**config.mk**
```make
export PLATFORM = sky130hd
export DESIGN_NAME = wallace_mul_pipe
export DESIGN_NICKNAME = d
export VERILOG_FILES = /design/src/rtl/mul_pkg.sv /design/src/rtl/wallace_mul_pipe_csa_row.sv /design/src/rtl/wallace_mul_pipe.sv
export SDC_FILE = /design/constraint.sdc
export NUM_CORES = 2
export LEC_CHECK = 0
export CAP_MARGIN = 20
export CORE_ASPECT_RATIO = 1.5
export CORE_UTILIZATION = 55
export DETAILED_ROUTE_END_ITERATION = 7
export HOLD_SLACK_MARGIN = 0.03
export PLACE_DENSITY = 0.72
export SYNTH_ARGS = -nofsm -noshare
export SYNTH_HDL_FRONTEND = slang
export SYNTH_SLANG_ARGS = --single-unit
```
**constraint.sdc**
```tcl
create_clock -name clk -period 54.5 [get_ports clk]
set_input_delay 5.45 -clock clk [delete_from_list [all_inputs] [get_ports clk]]
set_output_delay 5.45 -clock clk [all_outputs]
set_load 0.02 [all_outputs]
```
**src/rtl/mul_pkg.sv**
```systemverilog
// Shared definitions for the M-extension multiplier datapath: operation
// mode encodings, default parameters and the elaboration-time helpers that
// size and place registers in the CSA reduction tree.
package mul_pkg;

    localparam int DEF_WIDTH       = 32;
    localparam int DEF_PIPE_STAGES = 3;
    localparam int DEF_TAG_W       = 5;

    // Issue-side operation selector.
    typedef enum logic [1:0] {
        MUL_LO  = 2'd0,   // low half; signedness does not affect it
        MUL_HSS = 2'd1,   // high half, signed x signed
        MUL_HSU = 2'd2,   // high half, signed x unsigned
        MUL_HUU = 2'd3    // high half, unsigned x unsigned
    } mul_mode_e;

    typedef struct packed {
        logic a_signed;
        logic b_signed;
        logic take_high;
    } mul_ctrl_t;

    // Map a mode onto the operand signed flags and the output half to use.
    function automatic mul_ctrl_t mode_ctrl(mul_mode_e mode);
        mul_ctrl_t ctrl;
        case (mode)
            MUL_LO:  ctrl = '{a_signed: 1'b1, b_signed: 1'b1, take_high: 1'b0};
            MUL_HSS: ctrl = '{a_signed: 1'b1, b_signed: 1'b1, take_high: 1'b1};
            MUL_HSU: ctrl = '{a_signed: 1'b1, b_signed: 1'b0, take_high: 1'b1};
            MUL_HUU: ctrl = '{a_signed: 1'b0, b_signed: 1'b0, take_high: 1'b1};
            default: ctrl = '{a_signed: 1'b0, b_signed: 1'b0, take_high: 1'b0};
        endcase
        return ctrl;
    endfunction

    // Rows remaining after 'lvl' levels of 3:2 compression (each full group
    // of three rows becomes two; leftovers pass through).
    function automatic int rows_at(int rows, int lvl);
        int n;
        n = rows;
        for (int i = 0; i < lvl; i++) begin
            n = n - (n / 3);
        end
        return n;
    endfunction

    // Number of CSA levels needed to bring 'rows' rows down to two.
    function automatic int csa_levels(int rows);
        int n;
        int l;
        n = rows;
        l = 0;
        while (n > 2) begin
            n = n - (n / 3);
            l = l + 1;
        end
        return l;
    endfunction

    // Whether the row set entering CSA level 'bnd' is registered. Boundary 0
    // sits right after partial-product generation; the remaining interior
    // registers are spread evenly over the tree levels. The output register
    // after the final add is always present and is not counted here.
    function automatic bit boundary_reg(int bnd, int levels, int stages);
        bit r;
        r = 1'b0;
        if (bnd == 0) begin
            r = (stages >= 2);
        end else begin
            for (int m = 1; m <= stages - 2; m++) begin
                if (((levels * m) / (stages - 1)) == bnd) begin
                    r = 1'b1;
                end
            end
        end
        return r;
    endfunction

endpackage

```
**src/rtl/wallace_mul_pipe_csa_row.sv**
```systemverilog
// One row of 3:2 carry-save compressors across a W-bit vector. The carry
// output is already shifted into its weight position; the majority bit out
// of the top column falls outside the product width and is dropped.
module csa_row #(
    parameter int W = 64
) (
    input  logic [W-1:0] x_i,
    input  logic [W-1:0] y_i,
    input  logic [W-1:0] z_i,
    output logic [W-1:0] sum_o,
    output logic [W-1:0] carry_o
);

    assign sum_o   = x_i ^ y_i ^ z_i;
    assign carry_o = {(x_i[W-2:0] & y_i[W-2:0]) |
                      (x_i[W-2:0] & z_i[W-2:0]) |
                      (y_i[W-2:0] & z_i[W-2:0]), 1'b0};

endmodule

```
**src/rtl/wallace_mul_pipe.sv**
```systemverilog
// Pipelined Wallace-tree multiplier with per-operand signedness, a sideband
// tag and a global-stall valid/ready handshake.
//
// Each operand is treated as a WIDTH+1 bit two's-complement number. The
// multiplier rows for bits 0..WIDTH-1 are plain AND rows of the
// sign-extended multiplicand; the row for the extension bit carries negative
// weight and is added as its one's complement plus a separate +1 row.
// All rows are reduced by 3:2 compressors to a (sum, carry) pair and a
// single behavioural add produces the product.
module wallace_mul_pipe
    import mul_pkg::*;
#(
    parameter int WIDTH       = DEF_WIDTH,
    parameter int PIPE_STAGES = DEF_PIPE_STAGES,
    parameter int TAG_W       = DEF_TAG_W
) (
    input  logic                 clk,
    input  logic                 rst,
    input  logic                 in_valid,
    output logic                 in_ready,
    input  logic [WIDTH-1:0]     a,
    input  logic [WIDTH-1:0]     b,
    input  logic                 a_signed,
    input  logic                 b_signed,
    input  logic [TAG_W-1:0]     in_tag,
    output logic                 out_valid,
    input  logic                 out_ready,
    output logic [2*WIDTH-1:0]   product,
    output logic [TAG_W-1:0]     out_tag
);

    localparam int P    = 2 * WIDTH;         // product width
    localparam int ROWS = WIDTH + 2;         // WIDTH+1 multiplier rows plus the +1 row
    localparam int LVLS = csa_levels(ROWS);

    logic             advance_s;
    logic [P-1:0]     a_ext_s;
    logic             b_top_s;
    logic [P-1:0]     pp_s [ROWS];
    logic [P-1:0]     product_d;

    logic             out_valid_q;
    logic [P-1:0]     product_q;
    logic [TAG_W-1:0] out_tag_q;

    // Every stage moves together; a full output register that is not being
    // drained freezes the whole pipe.
    assign advance_s = !out_valid_q | out_ready;
    assign in_ready  = advance_s;

    assign a_ext_s = {{WIDTH{a_signed & a[WIDTH-1]}}, a};
    assign b_top_s = b_signed & b[WIDTH-1];

    // Partial-product array: AND rows, the negative-weight top row as its
    // complement, and the +1 that completes the negation.
    always_comb begin
        for (int i = 0; i < WIDTH; i++) begin
            pp_s[i] = {P{b[i]}} & (a_ext_s << i);
        end
        pp_s[WIDTH]   = {P{b_top_s}} & ~(a_ext_s << WIDTH);
        pp_s[WIDTH+1] = {{(P-1){1'b0}}, b_top_s};
    end

    // Boundary k holds the rows entering CSA level k (k == LVLS is the final
    // sum/carry pair). lvl_d is the combinational row set; lvl_q is either a
    // register of it or a direct alias when this boundary is not a stage.
    for (genvar k = 0; k <= LVLS; k++) begin : g_bnd
        localparam int CNT    = rows_at(ROWS, k);
        localparam bit IS_REG = boundary_reg(k, LVLS, PIPE_STAGES);

        logic [P-1:0]     lvl_d [CNT];
        logic [P-1:0]     lvl_q [CNT];
        logic             v_d;
        logic             v_q;
        logic [TAG_W-1:0] tag_d;
        logic [TAG_W-1:0] tag_q;

        if (k == 0) begin : g_src
            assign lvl_d = pp_s;
            assign v_d   = in_valid;
            assign tag_d = in_tag;
        end else begin : g_red
            localparam int PREV = rows_at(ROWS, k - 1);
            localparam int GRP  = PREV / 3;

            for (genvar j = 0; j < GRP; j++) begin : g_csa
                csa_row #(
                    .W (P)
                ) u_csa (
                    .x_i     (g_bnd[k-1].lvl_q[3*j]),
                    .y_i     (g_bnd[k-1].lvl_q[3*j+1]),
                    .z_i     (g_bnd[k-1].lvl_q[3*j+2]),
                    .sum_o   (lvl_d[2*j]),
                    .carry_o (lvl_d[2*j+1])
                );
            end

            for (genvar m = 0; m < PREV - 3 * GRP; m++) begin : g_pass
                assign lvl_d[2*GRP+m] = g_bnd[k-1].lvl_q[3*GRP+m];
            end

            assign v_d   = g_bnd[k-1].v_q;
            assign tag_d = g_bnd[k-1].tag_q;
        end

        if (IS_REG) begin : g_reg
            // Stage valid bit: cleared by reset so bubbles never look valid.
            always_ff @(posedge clk or posedge rst) begin
                if (rst) begin
                    v_q <= 1'b0;
                end else if (advance_s) begin
                    v_q <= v_d;
                end
            end

            // Stage payload: don't-care while invalid, so no reset needed.
            always_ff @(posedge clk) begin
                if (advance_s) begin
                    lvl_q <= lvl_d;
                    tag_q <= tag_d;
                end
            end
        end else begin : g_wire
            assign lvl_q = lvl_d;
            assign v_q   = v_d;
            assign tag_q = tag_d;
        end
    end

    // Final carry-propagate add of the reduced pair.
    always_comb begin
        product_d = g_bnd[LVLS].lvl_q[0] + g_bnd[LVLS].lvl_q[1];
    end

    // Output stage: product and tag are cleared by reset and hold while stalled.
    always_ff @(posedge clk or posedge rst) begin
        if (rst) begin
            out_valid_q <= 1'b0;
            product_q   <= '0;
            out_tag_q   <= '0;
        end else if (advance_s) begin
            out_valid_q <= g_bnd[LVLS].v_q;
            product_q   <= product_d;
            out_tag_q   <= g_bnd[LVLS].tag_q;
        end
    end

    assign out_valid = out_valid_q;
    assign product   = product_q;
    assign out_tag   = out_tag_q;

endmodule

```
Word level (Yosys, flattened, before mapping)
Index checks and enable logic that the tools add are counted.
{ "totals": {"ff_bits": 2640, "wordCells": 312, "output_inout_bits": 71} }
{ "classes": {"bitwise": 261, "addsub": 1, "reduce_logical": 1} }
{ "ops": {"columns": ["operator", "n"], "rows": [
  ["bitwise AND 63 bit", 94],
  ["bitwise OR 63 bit", 64],
  ["bitwise XOR 64 bit", 63],
  ["bitwise AND 64 bit", 33],
  ["bitwise AND 63 x 1 -> 63 bit", 2],
  ["adder 64 bit", 1],
  ["inverter 64 bit", 1],
  ["bitwise XOR 64 x 1 -> 64 bit", 1],
  ["bitwise AND 1 bit", 2],
  ["logical NOT 1 bit", 1],
  ["bitwise OR 1 bit", 1]
]} }

Logic depth before layout (Yosys ltp)
{ "depth": {"word_depth": 13, "ltp_mapped": 21, "mapped_depth_nobuf": 20} }

Cells and area by module
Synthesis repeated with hierarchy kept, for this count alone.
{ "unflattened": {"cells_unflattened": 5748, "hier_area_um2": 101823.9} }
{ "by_module_without_submodules": {"columns": ["module", "cells_each", "area_per_inst_um2", "seq_area_each_um2", "instances"], "rows": [
  ["wallace_mul_pipe", 3636, 60344.1, 48286.3, 1],
  ["csa_row", 66, 1296.2, 0.0, 32]
]} }

Worst setup path after synthesis
Ideal clock, no wire load.
{ "synth_timing": {"path_type": "input -> output", "from": "input out_ready", "to": "output in_ready", "required_time_ns": 49.050, "path_stages": 3, "arrival_ns": 43.636, "slack_ns": 5.414, "cell_sequence": "nor2b_1 inv_2 clkbuf_1"} }
{ "synth_between": {"elab_chain_len": 1} }
{ "synth_lines": {"columns": ["element", "line", "source"], "rows": [
  ["from (decl)", "wallace_mul_pipe.sv:27", "input logic out_ready,"],
  ["bitwise OR 1 bit", "wallace_mul_pipe.sv:48", "assign advance_s = !out_valid_q | out_ready;"],
  ["to (decl)", "wallace_mul_pipe.sv:20", "output logic in_ready,"]
]} }
No other way between the ends.

Final worst setup path
Same ends and word-level chain as after synthesis.

==> impl_metrics.toml <==
[global_route]
grt_pass1_vias = 49785
grt_pass1_wl_um = 292000
grt_use_total_pct = 25.4
gr-usage-met3_pct = 3.88
top_usage_layer = "met2"
grtUsageMet1_pct = 29.9
grt_max_degree = 219
use_met2_pct = 46.4
antenna_found_initial = 15
grt-ovfl-total = 0

[routing]
ant_nets = 0
vias = 44334
viasPerCell = 5.26
wl_per_cell_um = 22.5
remaining_drc_errors = 0
first_iter_violations = 2992
routed_wl_um = 189000
drt_pass1_iterations = 7

[timing]
clock_skew_ns = 0.0286
drv_slew = 0
fin_crit_sh_pct = 24.3
finalHoldViolCount = 0
rsz0062_at_grt = "no"
finalSetupViolations = 0
tns_ns = 0
worstMarginPinSlew_ns = 1.14
max_freq_ghz = 0.0754
slew_headroom_pct = 24.3
min_period_ns = 13.27

[yosys]
ys_ff_latch = 1474
synthSimpleGateAreaFrac_pct = 9.16
synth_enable_flop_cells = 1402
ys_warn_count = 0
ys_top_cells_by_count = "1445 x inv_1, 1402 x edfxtp_1, 1128 x fa_1"
syn-cell-area_um2 = 85500
synth.avg_cell_area_um2 = 13.9
async_flop_share_pct = 4.88
synth.most_common_cell = "inv_1"
synth_xor_area_share_pct = 0.758
synth_compound_area_share_pct = 1.84
synth_top_area_share_pct = 49.3
yosysTopAreaCell = "edfxtp_1"
synth_top_flop_cell = "edfxtp_1"
yosysSeqAreaShare_pct = 51.4
yosysUniqueCellTypes = 60
synth_fa_ha_area_share_pct = 29.4
synthesis.nets = 7574
syn_inst = 6167
synthTopCellsByArea = "edfxtp_1 49%, fa_1 26%, and2_1 7.5%"
synth_top_family_by_area = "adder cells"
synth.area.mux_share_pct = 0.0117

[worst_setup_path]
cp-end-kind = "output port"
crit_top_cell = "clkdlybuf4s50_1"
cp_max_fo = 96
required_ns = 49.05
crit_buf_inv = 4
cpPeakStageDelay_ns = 0.97
slowest_stage = "clkdlybuf4s50_1"
crit_type = "in2out"
worstSetupStartpointType = "input port"
path_cells = "clkdlybuf4s50_1 -> nor2b_4 -> buf_4 -> inv_8 -> clkdlybuf4s50_1"
cpLargestDelayFamily = "buffers and inverters"
cp_data_arrival_time_ns = 7.82

[cells_and_area]
drive_gt1_share_pct = 4.82
nets = 7675
regArea_um2 = 43900
multi_input_area_um2 = 35200
n_fill_cell = 11606
area_growth_pct = 9.40

[flow_run]
drv_cap = 0

[floorplanning]
row_count = 176
io_pins = 146
die_h_um = 485
core_um2 = 154000
initial_utilization_pct = 55.6
dieArea_um2 = 157000
die_w_um = 324

[run_status]
status = "complete, no violations"

[cts]
cts_tree = "done"
cts_inserted_buffers = 146
cts_resized = 0
cts_setup_buffers = 0
clk_latency_ns = 0.79
clk_pin_slew_ns = 0.06
root_buffer = "clkbuf_16"
cts.sinks = 1474
clock_path_buffers = 3
htree_levels = 4
hold_buffers = 0

[place]
port_buffers = 145
gp_congestion = 0.886
dpl.hpwl_um = 131000

[hold_path]
hold_class = "reg2reg"
## cell families (layout without fill, tap and decap cells)
group | after synthesis | after routing
compound gates | 258 | 258
simple gates | 1336 | 1336
buf+inv | 1692 | 1898
fa+ha+maj | 1332 | 1332
mux | 1 | 1
flops | 1474 | 1474
other cells | 0 | 8
xor+xnor | 74 | 74
## through the flow
stage          util, %  instance area, um2  instances  hold WS (ns)  worst slack, ns
6_report          60.8               93500       8428         0.424            41.23
5_1_grt           60.8               93500       8422         0.430            41.12
4_1_cts           60.7               93300       8414         0.423            41.13
3_5_place_dp      57.7               88700       8161         0.417            41.14
3_3_place_gp      57.7               88700       8161         0.403            41.14
2_1_floorplan        -               85500       6167         0.400             5.41
## area by class of cell
class	instances	share of cell area, %
diodes	8	0.0214
clock buffers	183	4.13
clock inverters	70	0.775
inverters	1447	5.82
multi-input cells	3001	37.7
flip-flops and latches	1474	47.0
well taps	2047	2.74
repair buffers	198	1.91
## registers in the layout, summed over array words and instances, names as in the netlist
signal / flops
g_bnd.lvl_q: 1392
product: 64
g_bnd.tag_q: 10
out_tag: 5
g_bnd.v_q: 2
out_valid: 1
## routing by layer
layer  vias to the layer above  share of wire, %
li1                      19269                 -
met1                     23416                36
met2                      1268                55
met3                       377               5.5
met4                         4               3.9
met5                         -             0.013
## path summary, 6_finish.rpt
check	from	endpoint	slack, ns	depth (start not counted)
min in group asynchronous	rst	product[59]$_DFFE_PP0P_	5.28	3
min reg2reg	g_bnd[0].tag_q[2]$_DFFE_PP_	g_bnd[4].tag_q[2]$_DFFE_PP_	0.42	0
max	out_ready	in_ready	41.23	5
max reg2reg	g_bnd[4].lvl_q[212]$_DFFE_PP_	product[60]$_DFFE_PP0P_	48.88	19
min	g_bnd[0].tag_q[2]$_DFFE_PP_	g_bnd[4].tag_q[2]$_DFFE_PP_	0.42	0
max in group asynchronous	rst	product[49]$_DFFE_PP0P_	48.59	3
## cell usage in the layout (no fill, tap or decap), drive strengths merged, types with 3 or more instances in the layout
| cell type | synthesis | routed |
|---|---|---|
| inv | 1447 | 1450 |
| edfxtp | 1402 | 1402 |
| fa | 1128 | 1128 |
| and2 | 1029 | 1029 |
| ha | 204 | 204 |
| clkbuf | 232 | 183 |
| a21oi | 115 | 115 |
| nor2 | 111 | 111 |
| clkdlybuf4s50 | 0 | 107 |
| nand2 | 97 | 97 |
| buf | 13 | 91 |
| dfrtp | 72 | 72 |
| o21ai | 56 | 56 |
| clkinv | 0 | 47 |
| xnor2 | 41 | 41 |
| xor2 | 33 | 33 |
| and3 | 33 | 33 |
| a21o | 22 | 22 |
| nand4 | 21 | 21 |
| bufinv | 0 | 14 |
| nand3 | 13 | 13 |
| o21a | 10 | 10 |
| nor2b | 10 | 10 |
| a31oi | 9 | 9 |
| diode | 0 | 8 |
| a211oi | 8 | 8 |
| nor3 | 7 | 7 |
| clkinvlp | 0 | 6 |
| o31ai | 6 | 6 |
| o21bai | 5 | 5 |
| a21boi | 5 | 5 |
| nand2b | 4 | 4 |
| o221ai | 4 | 4 |
| and4 | 3 | 3 |
| or2 | 3 | 3 |
Power is not shown: default switching activity piles up to over one toggle a cycle in this logic, so the estimate is an artifact.
